`src/rtl/vme_wr_axi_bridge_if.sv`:
```
// Bundles the VME write command/data/ack signals and the AXI4 AW/W/B write channels.
// master: the bridge side; slave: the store plus memory interconnect side.
interface vme_wr_axi_bridge_if #(
  parameter int ADDR_W = 32,
  parameter int DATA_W = 64,
  parameter int LEN_W  = 8
);
  logic                  io_vme_wr_cmd_ready;
  logic                  io_vme_wr_cmd_valid;
  logic [ADDR_W-1:0]     io_vme_wr_cmd_bits_addr;
  logic [LEN_W-1:0]      io_vme_wr_cmd_bits_len;
  logic                  io_vme_wr_data_ready;
  logic                  io_vme_wr_data_valid;
  logic [DATA_W-1:0]     io_vme_wr_data_bits_data;
  logic                  io_vme_wr_ack;
  logic                  m_axi_awvalid;
  logic                  m_axi_awready;
  logic [ADDR_W-1:0]     m_axi_awaddr;
  logic [7:0]            m_axi_awlen;
  logic [2:0]            m_axi_awsize;
  logic [1:0]            m_axi_awburst;
  logic [3:0]            m_axi_awid;
  logic                  m_axi_wvalid;
  logic                  m_axi_wready;
  logic [DATA_W-1:0]     m_axi_wdata;
  logic [DATA_W/8-1:0]   m_axi_wstrb;
  logic                  m_axi_wlast;
  logic                  m_axi_bvalid;
  logic                  m_axi_bready;
  logic [1:0]            m_axi_bresp;

  modport master (
    output io_vme_wr_cmd_ready, io_vme_wr_data_ready, io_vme_wr_ack,
    input  io_vme_wr_cmd_valid, io_vme_wr_cmd_bits_addr, io_vme_wr_cmd_bits_len,
    input  io_vme_wr_data_valid, io_vme_wr_data_bits_data,
    output m_axi_awvalid, m_axi_awaddr, m_axi_awlen, m_axi_awsize, m_axi_awburst, m_axi_awid,
    input  m_axi_awready,
    output m_axi_wvalid, m_axi_wdata, m_axi_wstrb, m_axi_wlast,
    input  m_axi_wready,
    input  m_axi_bvalid, m_axi_bresp,
    output m_axi_bready
  );

  modport slave (
    input  io_vme_wr_cmd_ready, io_vme_wr_data_ready, io_vme_wr_ack,
    output io_vme_wr_cmd_valid, io_vme_wr_cmd_bits_addr, io_vme_wr_cmd_bits_len,
    output io_vme_wr_data_valid, io_vme_wr_data_bits_data,
    input  m_axi_awvalid, m_axi_awaddr, m_axi_awlen, m_axi_awsize, m_axi_awburst, m_axi_awid,
    output m_axi_awready,
    input  m_axi_wvalid, m_axi_wdata, m_axi_wstrb, m_axi_wlast,
    output m_axi_wready,
    output m_axi_bvalid, m_axi_bresp,
    input  m_axi_bready
  );
endinterface

```
`src/rtl/vme_wr_axi_bridge.sv`:
```
// Converts one VME write burst at a time into AXI4 AW/W/B transactions, acking on B.
// Optional macro VME_WR_BRESP_CHK_EN adds a sticky error flag and first-failing address.
module vme_wr_axi_bridge #(
  parameter int ADDR_W = 32,
  parameter int DATA_W = 64,
  parameter int LEN_W  = 8,
  parameter int AXI_ID = 0
) (
  input  logic                clock,
  input  logic                reset,
  vme_wr_axi_bridge_if.master bus
`ifdef VME_WR_BRESP_CHK_EN
  ,
  output logic                io_err,
  output logic [ADDR_W-1:0]   io_err_addr
`endif
);

  typedef enum logic [1:0] {IDLE = 2'd0, ADDR = 2'd1, DATA = 2'd2, RESP = 2'd3} state_t;

  localparam logic [LEN_W-1:0] LEN_ONE = LEN_W'(1'b1);

  state_t              state_q, state_d;
  logic [ADDR_W-1:0]   addr_q, addr_d;
  logic [LEN_W-1:0]    len_q, len_d;
  logic [LEN_W-1:0]    cnt_q, cnt_d;
  logic                awvalid_q, awvalid_d;

  logic in_data_s;
  logic wlast_s;
  logic w_fire_s;
  logic b_fire_s;

  assign in_data_s = (state_q == DATA);
  assign wlast_s   = in_data_s & (cnt_q == len_q);
  assign w_fire_s  = bus.m_axi_wvalid & bus.m_axi_wready;
  // bready is only high in RESP, so a bvalid coinciding with the last W beat waits a cycle
  assign b_fire_s  = (state_q == RESP) & bus.m_axi_bvalid;

  assign bus.io_vme_wr_cmd_ready  = (state_q == IDLE);
  assign bus.io_vme_wr_data_ready = in_data_s & bus.m_axi_wready;
  assign bus.io_vme_wr_ack        = b_fire_s;
  assign bus.m_axi_awvalid        = awvalid_q;
  assign bus.m_axi_awaddr         = addr_q;
  assign bus.m_axi_awlen          = 8'(len_q);
  assign bus.m_axi_awsize         = 3'($clog2(DATA_W / 8));
  assign bus.m_axi_awburst        = 2'b01;
  assign bus.m_axi_awid           = 4'(AXI_ID);
  assign bus.m_axi_wvalid         = in_data_s & bus.io_vme_wr_data_valid;
  assign bus.m_axi_wdata          = bus.io_vme_wr_data_bits_data;
  assign bus.m_axi_wstrb          = '1;
  assign bus.m_axi_wlast          = wlast_s;
  assign bus.m_axi_bready         = (state_q == RESP);

  // Next-state logic for the burst FSM and its command/counter registers.
  always_comb begin
    state_d   = state_q;
    addr_d    = addr_q;
    len_d     = len_q;
    cnt_d     = cnt_q;
    awvalid_d = awvalid_q;
    case (state_q)
      IDLE: begin
        if (bus.io_vme_wr_cmd_valid) begin
          addr_d    = bus.io_vme_wr_cmd_bits_addr;
          len_d     = bus.io_vme_wr_cmd_bits_len;
          cnt_d     = '0;
          awvalid_d = 1'b1;
          state_d   = ADDR;
        end else begin
          state_d   = IDLE;
        end
      end
      ADDR: begin
        if (bus.m_axi_awready) begin
          awvalid_d = 1'b0;
          state_d   = DATA;
        end else begin
          state_d   = ADDR;
        end
      end
      DATA: begin
        if (w_fire_s) begin
          // The counter holds on the last beat so len=all-ones never wraps
          if (wlast_s) begin
            state_d = RESP;
          end else begin
            cnt_d   = cnt_q + LEN_ONE;
          end
        end else begin
          state_d = DATA;
        end
      end
      RESP: begin
        if (bus.m_axi_bvalid) begin
          state_d = IDLE;
        end else begin
          state_d = RESP;
        end
      end
      default: begin
        state_d   = IDLE;
        awvalid_d = 1'b0;
      end
    endcase
  end

  // Burst FSM state and command registers.
  always_ff @(posedge clock or posedge reset) begin
    if (reset) begin
      state_q   <= IDLE;
      addr_q    <= '0;
      len_q     <= '0;
      cnt_q     <= '0;
      awvalid_q <= 1'b0;
    end else begin
      state_q   <= state_d;
      addr_q    <= addr_d;
      len_q     <= len_d;
      cnt_q     <= cnt_d;
      awvalid_q <= awvalid_d;
    end
  end

`ifdef VME_WR_BRESP_CHK_EN
  logic              err_q, err_d;
  logic [ADDR_W-1:0] err_addr_q, err_addr_d;

  // Sticky error flag; only the first failing burst's address is kept.
  always_comb begin
    err_d      = err_q;
    err_addr_d = err_addr_q;
    if (b_fire_s && (bus.m_axi_bresp != 2'b00) && !err_q) begin
      err_d      = 1'b1;
      err_addr_d = addr_q;
    end else begin
      err_d      = err_q;
    end
  end

  // Error status registers, cleared only by reset.
  always_ff @(posedge clock or posedge reset) begin
    if (reset) begin
      err_q      <= 1'b0;
      err_addr_q <= '0;
    end else begin
      err_q      <= err_d;
      err_addr_q <= err_addr_d;
    end
  end

  assign io_err      = err_q;
  assign io_err_addr = err_addr_q;
`else
  logic unused_bresp_s;
  assign unused_bresp_s = ^bus.m_axi_bresp;
`endif

endmodule

```
`src/flat_wrapper.sv`:
```
// flat-port wrapper written by rule: the top's interface ports become plain ports
module vme_wr_axi_bridge_flat 
#(
  parameter int ADDR_W = 32,
  parameter int DATA_W = 64,
  parameter int LEN_W  = 8,
  parameter int AXI_ID = 0
)
  (clock, reset, bus_io_vme_wr_cmd_ready, bus_io_vme_wr_data_ready, bus_io_vme_wr_ack, bus_io_vme_wr_cmd_valid, bus_io_vme_wr_cmd_bits_addr, bus_io_vme_wr_cmd_bits_len, bus_io_vme_wr_data_valid, bus_io_vme_wr_data_bits_data, bus_m_axi_awvalid, bus_m_axi_awaddr, bus_m_axi_awlen, bus_m_axi_awsize, bus_m_axi_awburst, bus_m_axi_awid, bus_m_axi_awready, bus_m_axi_wvalid, bus_m_axi_wdata, bus_m_axi_wstrb, bus_m_axi_wlast, bus_m_axi_wready, bus_m_axi_bvalid, bus_m_axi_bresp, bus_m_axi_bready);
  vme_wr_axi_bridge_if #(.ADDR_W(ADDR_W), .DATA_W(DATA_W), .LEN_W(LEN_W)) bus_i ();
  input  logic clock;
  input  logic reset;
  output wire logic [$bits(bus_i.io_vme_wr_cmd_ready)-1:0] bus_io_vme_wr_cmd_ready;
  output wire logic [$bits(bus_i.io_vme_wr_data_ready)-1:0] bus_io_vme_wr_data_ready;
  output wire logic [$bits(bus_i.io_vme_wr_ack)-1:0] bus_io_vme_wr_ack;
  input wire logic [$bits(bus_i.io_vme_wr_cmd_valid)-1:0] bus_io_vme_wr_cmd_valid;
  input wire logic [$bits(bus_i.io_vme_wr_cmd_bits_addr)-1:0] bus_io_vme_wr_cmd_bits_addr;
  input wire logic [$bits(bus_i.io_vme_wr_cmd_bits_len)-1:0] bus_io_vme_wr_cmd_bits_len;
  input wire logic [$bits(bus_i.io_vme_wr_data_valid)-1:0] bus_io_vme_wr_data_valid;
  input wire logic [$bits(bus_i.io_vme_wr_data_bits_data)-1:0] bus_io_vme_wr_data_bits_data;
  output wire logic [$bits(bus_i.m_axi_awvalid)-1:0] bus_m_axi_awvalid;
  output wire logic [$bits(bus_i.m_axi_awaddr)-1:0] bus_m_axi_awaddr;
  output wire logic [$bits(bus_i.m_axi_awlen)-1:0] bus_m_axi_awlen;
  output wire logic [$bits(bus_i.m_axi_awsize)-1:0] bus_m_axi_awsize;
  output wire logic [$bits(bus_i.m_axi_awburst)-1:0] bus_m_axi_awburst;
  output wire logic [$bits(bus_i.m_axi_awid)-1:0] bus_m_axi_awid;
  input wire logic [$bits(bus_i.m_axi_awready)-1:0] bus_m_axi_awready;
  output wire logic [$bits(bus_i.m_axi_wvalid)-1:0] bus_m_axi_wvalid;
  output wire logic [$bits(bus_i.m_axi_wdata)-1:0] bus_m_axi_wdata;
  output wire logic [$bits(bus_i.m_axi_wstrb)-1:0] bus_m_axi_wstrb;
  output wire logic [$bits(bus_i.m_axi_wlast)-1:0] bus_m_axi_wlast;
  input wire logic [$bits(bus_i.m_axi_wready)-1:0] bus_m_axi_wready;
  input wire logic [$bits(bus_i.m_axi_bvalid)-1:0] bus_m_axi_bvalid;
  input wire logic [$bits(bus_i.m_axi_bresp)-1:0] bus_m_axi_bresp;
  output wire logic [$bits(bus_i.m_axi_bready)-1:0] bus_m_axi_bready;
  assign bus_io_vme_wr_cmd_ready = bus_i.io_vme_wr_cmd_ready;
  assign bus_io_vme_wr_data_ready = bus_i.io_vme_wr_data_ready;
  assign bus_io_vme_wr_ack = bus_i.io_vme_wr_ack;
  assign bus_i.io_vme_wr_cmd_valid = bus_io_vme_wr_cmd_valid;
  assign bus_i.io_vme_wr_cmd_bits_addr = bus_io_vme_wr_cmd_bits_addr;
  assign bus_i.io_vme_wr_cmd_bits_len = bus_io_vme_wr_cmd_bits_len;
  assign bus_i.io_vme_wr_data_valid = bus_io_vme_wr_data_valid;
  assign bus_i.io_vme_wr_data_bits_data = bus_io_vme_wr_data_bits_data;
  assign bus_m_axi_awvalid = bus_i.m_axi_awvalid;
  assign bus_m_axi_awaddr = bus_i.m_axi_awaddr;
  assign bus_m_axi_awlen = bus_i.m_axi_awlen;
  assign bus_m_axi_awsize = bus_i.m_axi_awsize;
  assign bus_m_axi_awburst = bus_i.m_axi_awburst;
  assign bus_m_axi_awid = bus_i.m_axi_awid;
  assign bus_i.m_axi_awready = bus_m_axi_awready;
  assign bus_m_axi_wvalid = bus_i.m_axi_wvalid;
  assign bus_m_axi_wdata = bus_i.m_axi_wdata;
  assign bus_m_axi_wstrb = bus_i.m_axi_wstrb;
  assign bus_m_axi_wlast = bus_i.m_axi_wlast;
  assign bus_i.m_axi_wready = bus_m_axi_wready;
  assign bus_i.m_axi_bvalid = bus_m_axi_bvalid;
  assign bus_i.m_axi_bresp = bus_m_axi_bresp;
  assign bus_m_axi_bready = bus_i.m_axi_bready;
  vme_wr_axi_bridge #(.ADDR_W(ADDR_W), .DATA_W(DATA_W), .LEN_W(LEN_W), .AXI_ID(AXI_ID)) u_core (.clock(clock), .reset(reset), .bus(bus_i));
endmodule
```
`config.mk`:
```
export PLATFORM = sky130hd
export DESIGN_NAME = vme_wr_axi_bridge_flat
export DESIGN_NICKNAME = d
export VERILOG_FILES = /design/src/rtl/vme_wr_axi_bridge_if.sv /design/src/rtl/vme_wr_axi_bridge.sv /design/src/flat_wrapper.sv
export SDC_FILE = /design/constraint.sdc
export NUM_CORES = 1
export LEC_CHECK = 0
export CAP_MARGIN = 5
export CORE_AREA = 2 2 97 99
export CTS_CLUSTER_DIAMETER = 60
export DETAILED_ROUTE_END_ITERATION = 7
export DIE_AREA = 0 0 99 101
export GPL_TIMING_DRIVEN = 0
export PLACE_DENSITY = 0.8
export SYNTH_ARGS = -nofsm -noshare
export SYNTH_HDL_FRONTEND = slang
export SYNTH_SLANG_ARGS = --single-unit
```
`constraint.sdc`:
```
create_clock -name clock -period 2.2 [get_ports clock]
set_input_delay 0.55 -clock clock [delete_from_list [all_inputs] [get_ports clock]]
set_output_delay 0.55 -clock clock [all_outputs]
set_load 0.02 [all_outputs]
```
==> flow_metrics.py <==
metrics = {
    "critical_path": {
        "crit_path_max_fanout": 4,
        "worstSetupStartpointType": "flip-flop",
        "critPathKind": "reg -> out",
        "cp-end-kind": "primary output",
        "cp_data_arrival_time_ns": 1.64,
        "critPathRequiredTime_ns": 1.65,
    },
    "sta": {
        "setup_ws_ns": 0.01347,
        "tightestPinTransition_ns": 0.5756,
        "relSlewSlack": 0.6157,
        "period_needed_ns": 2.187,
        "finalHoldViolations": 0,
        "finalSetupViolCount": 0,
        "fin_worst_skew_ns": 0.01070,
        "maxSlewViolCount": 0,
        "rsz0062_at_grt": "true",
        "fin_crit_sh": 0.9939,
        "fmax_ghz": 0.4573,
    },
    "global_route": {
        "grt.overflow.total": 0,
        "grt_pass1_vias": 2631,
        "grt_start_max_net_pins": 29,
        "grt_pass1_wl_mm": 11.54,
        "grt.total_usage": 0.1415,
        "antenna_found_initial": 0,
    },
    "logic_synthesis": {
        "syn-cell-area_um2": 2856,
        "yosysSeqAreaShare": 0.4468,
        "ys_ff_latch": 51,
        "synth_area_leaders": "dfrtp_1 45%, buf_4 21%, nand2_1 17%",
        "syn_avg_cell_area_um2": 8.476,
        "yosysTopAreaCell": "dfrtp_1",
        "synth_warnings": 0,
        "syn_inst": 337,
        "netlist.area_leader.share": 0.4468,
        "ys_types": 31,
    },
    "power": {
        "sequentialPowerShare": 0.320,
        "p_switching_mw": 2.063,
        "vdd_drop_max_mv": 0.5187,
        "power.density_nw_per_um2": 1043,
        "swShare": 0.4062,
        "p_leak_nw": 2.424,
        "internal_power_mw": 3.016,
        "p_clk_frac": 0.101,
        "power_frac_comb": 0.579,
    },
    "route": {
        "via_count": 2724,
        "drt-pass1-iter-count": 4,
        "viasPerCell": 4.217,
        "drc": 0,
        "wl_mm": 7.728,
        "wl_per_cell_um": 11.96,
        "final_antenna_net_count": 0,
        "drt_iter0_markers": 44,
    },
    "place": {
        "dp_slack_ns": -0.2500,
        "gp_congestion": 0.8061,
        "hpwl_mm": 6.121,
        "io_buffers": 157,
    },
    "clocking": {
        "cts-buffers-inserted": 5,
        "clockBufferDepth": 2,
        "clk_latency_ns": 0.29,
        "cts_tree": "yes",
        "cts.sinks": 51,
        "clk_pin_slew_ns": 0.09,
        "h-tree-depth": 2,
        "clockRootBuffer": "clkbuf_8",
    },
    "floorplan": {
        "core_um2": 8977,
        "fp.dieArea_um2": 9999,
        "initial_utilization": 0.3182,
        "die_y_um": 101,
        "num_rows": 35,
        "die_width_um": 99,
        "pin_count": 241,
    },
    "cells_and_area": {
        "area_growth_pct": 70.52,
        "nNetsFinal": 648,
        "drive_gt1_frac": 0.2168,
        "post-route-util": 0.5426,
        "diodes": 0,
    },
    "status": {
        "status": "completed",
    },
    "job": {
        "maxCapViolCount": 0,
    },
    "min_path": {
        "min_path_type": "reg -> reg",
    },
}
-- cells in the final DEF (no fill, tap or decap), drive strengths merged, types with 2 or more instances in the layout --
master and count:
conb 17, clkbuf 16, nand2 131, dlygate4sd2 4, dfrtp 51, a32o 2
a31oi 2, xnor2 8, a21oi 3, o21ai 2, buf 103, nand4 6
and2 4, inv 3, nand2b 6, and3 5, clkdlybuf4s50 151, nor2 4
mux2i 4
-- registers in the layout (all words and copies together) (netlist names) --
| signal | cells |
|---|---|
| u_core.bus.m_axi_awvalid | 1 |
| u_core.bus.m_axi_awaddr | 32 |
| u_core.cnt_q | 8 |
| u_core.bus.m_axi_awlen | 8 |
| u_core.state_q | 2 |
-- worst paths after layout --
kind | from | to | slack, ns | cells after the start
worst max-delay path | u_core.cnt_q[1] | bus_m_axi_wlast | 0.01 | 6
worst min-delay path | u_core.bus.m_axi_awaddr[4] | u_core.bus.m_axi_awaddr[4] | 0.48 | 2
worst max register to register | u_core.state_q[0] | u_core.cnt_q[7] | 0.45 | 7
worst min register to register | u_core.bus.m_axi_awaddr[4] | u_core.bus.m_axi_awaddr[4] | 0.48 | 2
max in group asynchronous | reset | u_core.bus.m_axi_awaddr[9] | 1.02 | 3
min in group asynchronous | reset | u_core.cnt_q[1] | 0.63 | 2
-- synth_stat cells, drive strengths merged --
cell     number
a31o          1
nor3b         1
a32o          2
nor2          4
o21bai        1
nand4         6
and3          5
or3           1
dfrtp        51
or2           1
buf          84
a21oi         3
nand3         1
nand2       131
inv           3
clkbuf        9
and2          4
nand2b        6
ha            1
o311a         1
and4          1
mux2i         4
o2111ai       1
nor2b         1
xnor2         8
conb          2
o21ai         2
a31oi         2
-- per-layer routing --
layer,vias to the layer above,global-route usage,part of all wire
met1,1226,0.1533,0.37
met3,8,0.03814,0.091
met4,0,0.05479,0.016
li1,1351,-,-
met2,139,0.2620,0.52
met5,-,0,0
-- worst max-delay path, cell delays in order (launching register included) --
cell,delay (ns)
dfrtp_1,0.43
xnor2_1,0.18
nand4_1,0.15
or2_1,0.26
buf_6,0.13
nor2_4,0.07
buf_6,0.12
-- power by group through the flow --
| stage | registers, mW | clock network [mW] | logic (mW) |
|---|---|---|---|
| floorplan | 2.05 | 0 | 1.07 |
| global placement | 1.63 | 0 | 2.68 |
| detailed placement | 1.66 | 0 | 2.74 |
| CTS | 1.64 | 0.536 | 2.78 |
| global route | 1.68 | 0.587 | 3.18 |
| finish | 1.62 | 0.512 | 2.94 |
-- cell families (layout without fill, tap and decap cells) --
logic type | Yosys count | count (layout) | share of synthesized area
other cells | 2 | 17 | 0.002629
xor+xnor | 8 | 8 | 0.02453
flops | 51 | 51 | 0.4468
mux | 4 | 4 | 0.01402
compound gates | 13 | 13 | 0.03241
fa+ha+maj | 1 | 1 | 0.004380
simple gates | 162 | 162 | 0.2392
buf+inv | 96 | 279 | 0.2361
-- stage by stage --
step	std cells	total power [mW]	hold WS [ns]	setup TNS [ns]	instance area, µm²
5_1_grt	646	5.442	0.5069	-0.1121	4871
4_1_cts	632	4.955	0.4828	-0.08334	4747
3_3_place_gp	620	4.311	0.4580	-32.90	4623
2_1_floorplan	352	3.122	0.5085	0	2913
6_report	646	5.079	0.4785	0	4871
3_5_place_dp	621	4.397	0.4621	-1.412	4643
-- layout make-up --
type / instances / area (µm²)
Tap cell: 111 / 138.9
Sequential cell: 51 / 1279
Buffer: 93 / 673.1
Inverter: 3 / 11.26
Clock buffer: 7 / 76.32
Multi-Input combinational cell: 205 / 969.7
Clock inverter: 1 / 5.005
Timing Repair Buffer: 175 / 1718
Fill cell: 808 / 4106
-- timing repair --
action | CTS | global route
hold buffers | 0 | 0
endpoints found under the hold margin | 0 | 0
pin swaps | 2 | 4
buffers inserted | 3 | 14
gates resized for setup | 13 | 7
setup endpoints to repair | 5 | 2
No activity file was read; power rests on OpenSTA's default activity.
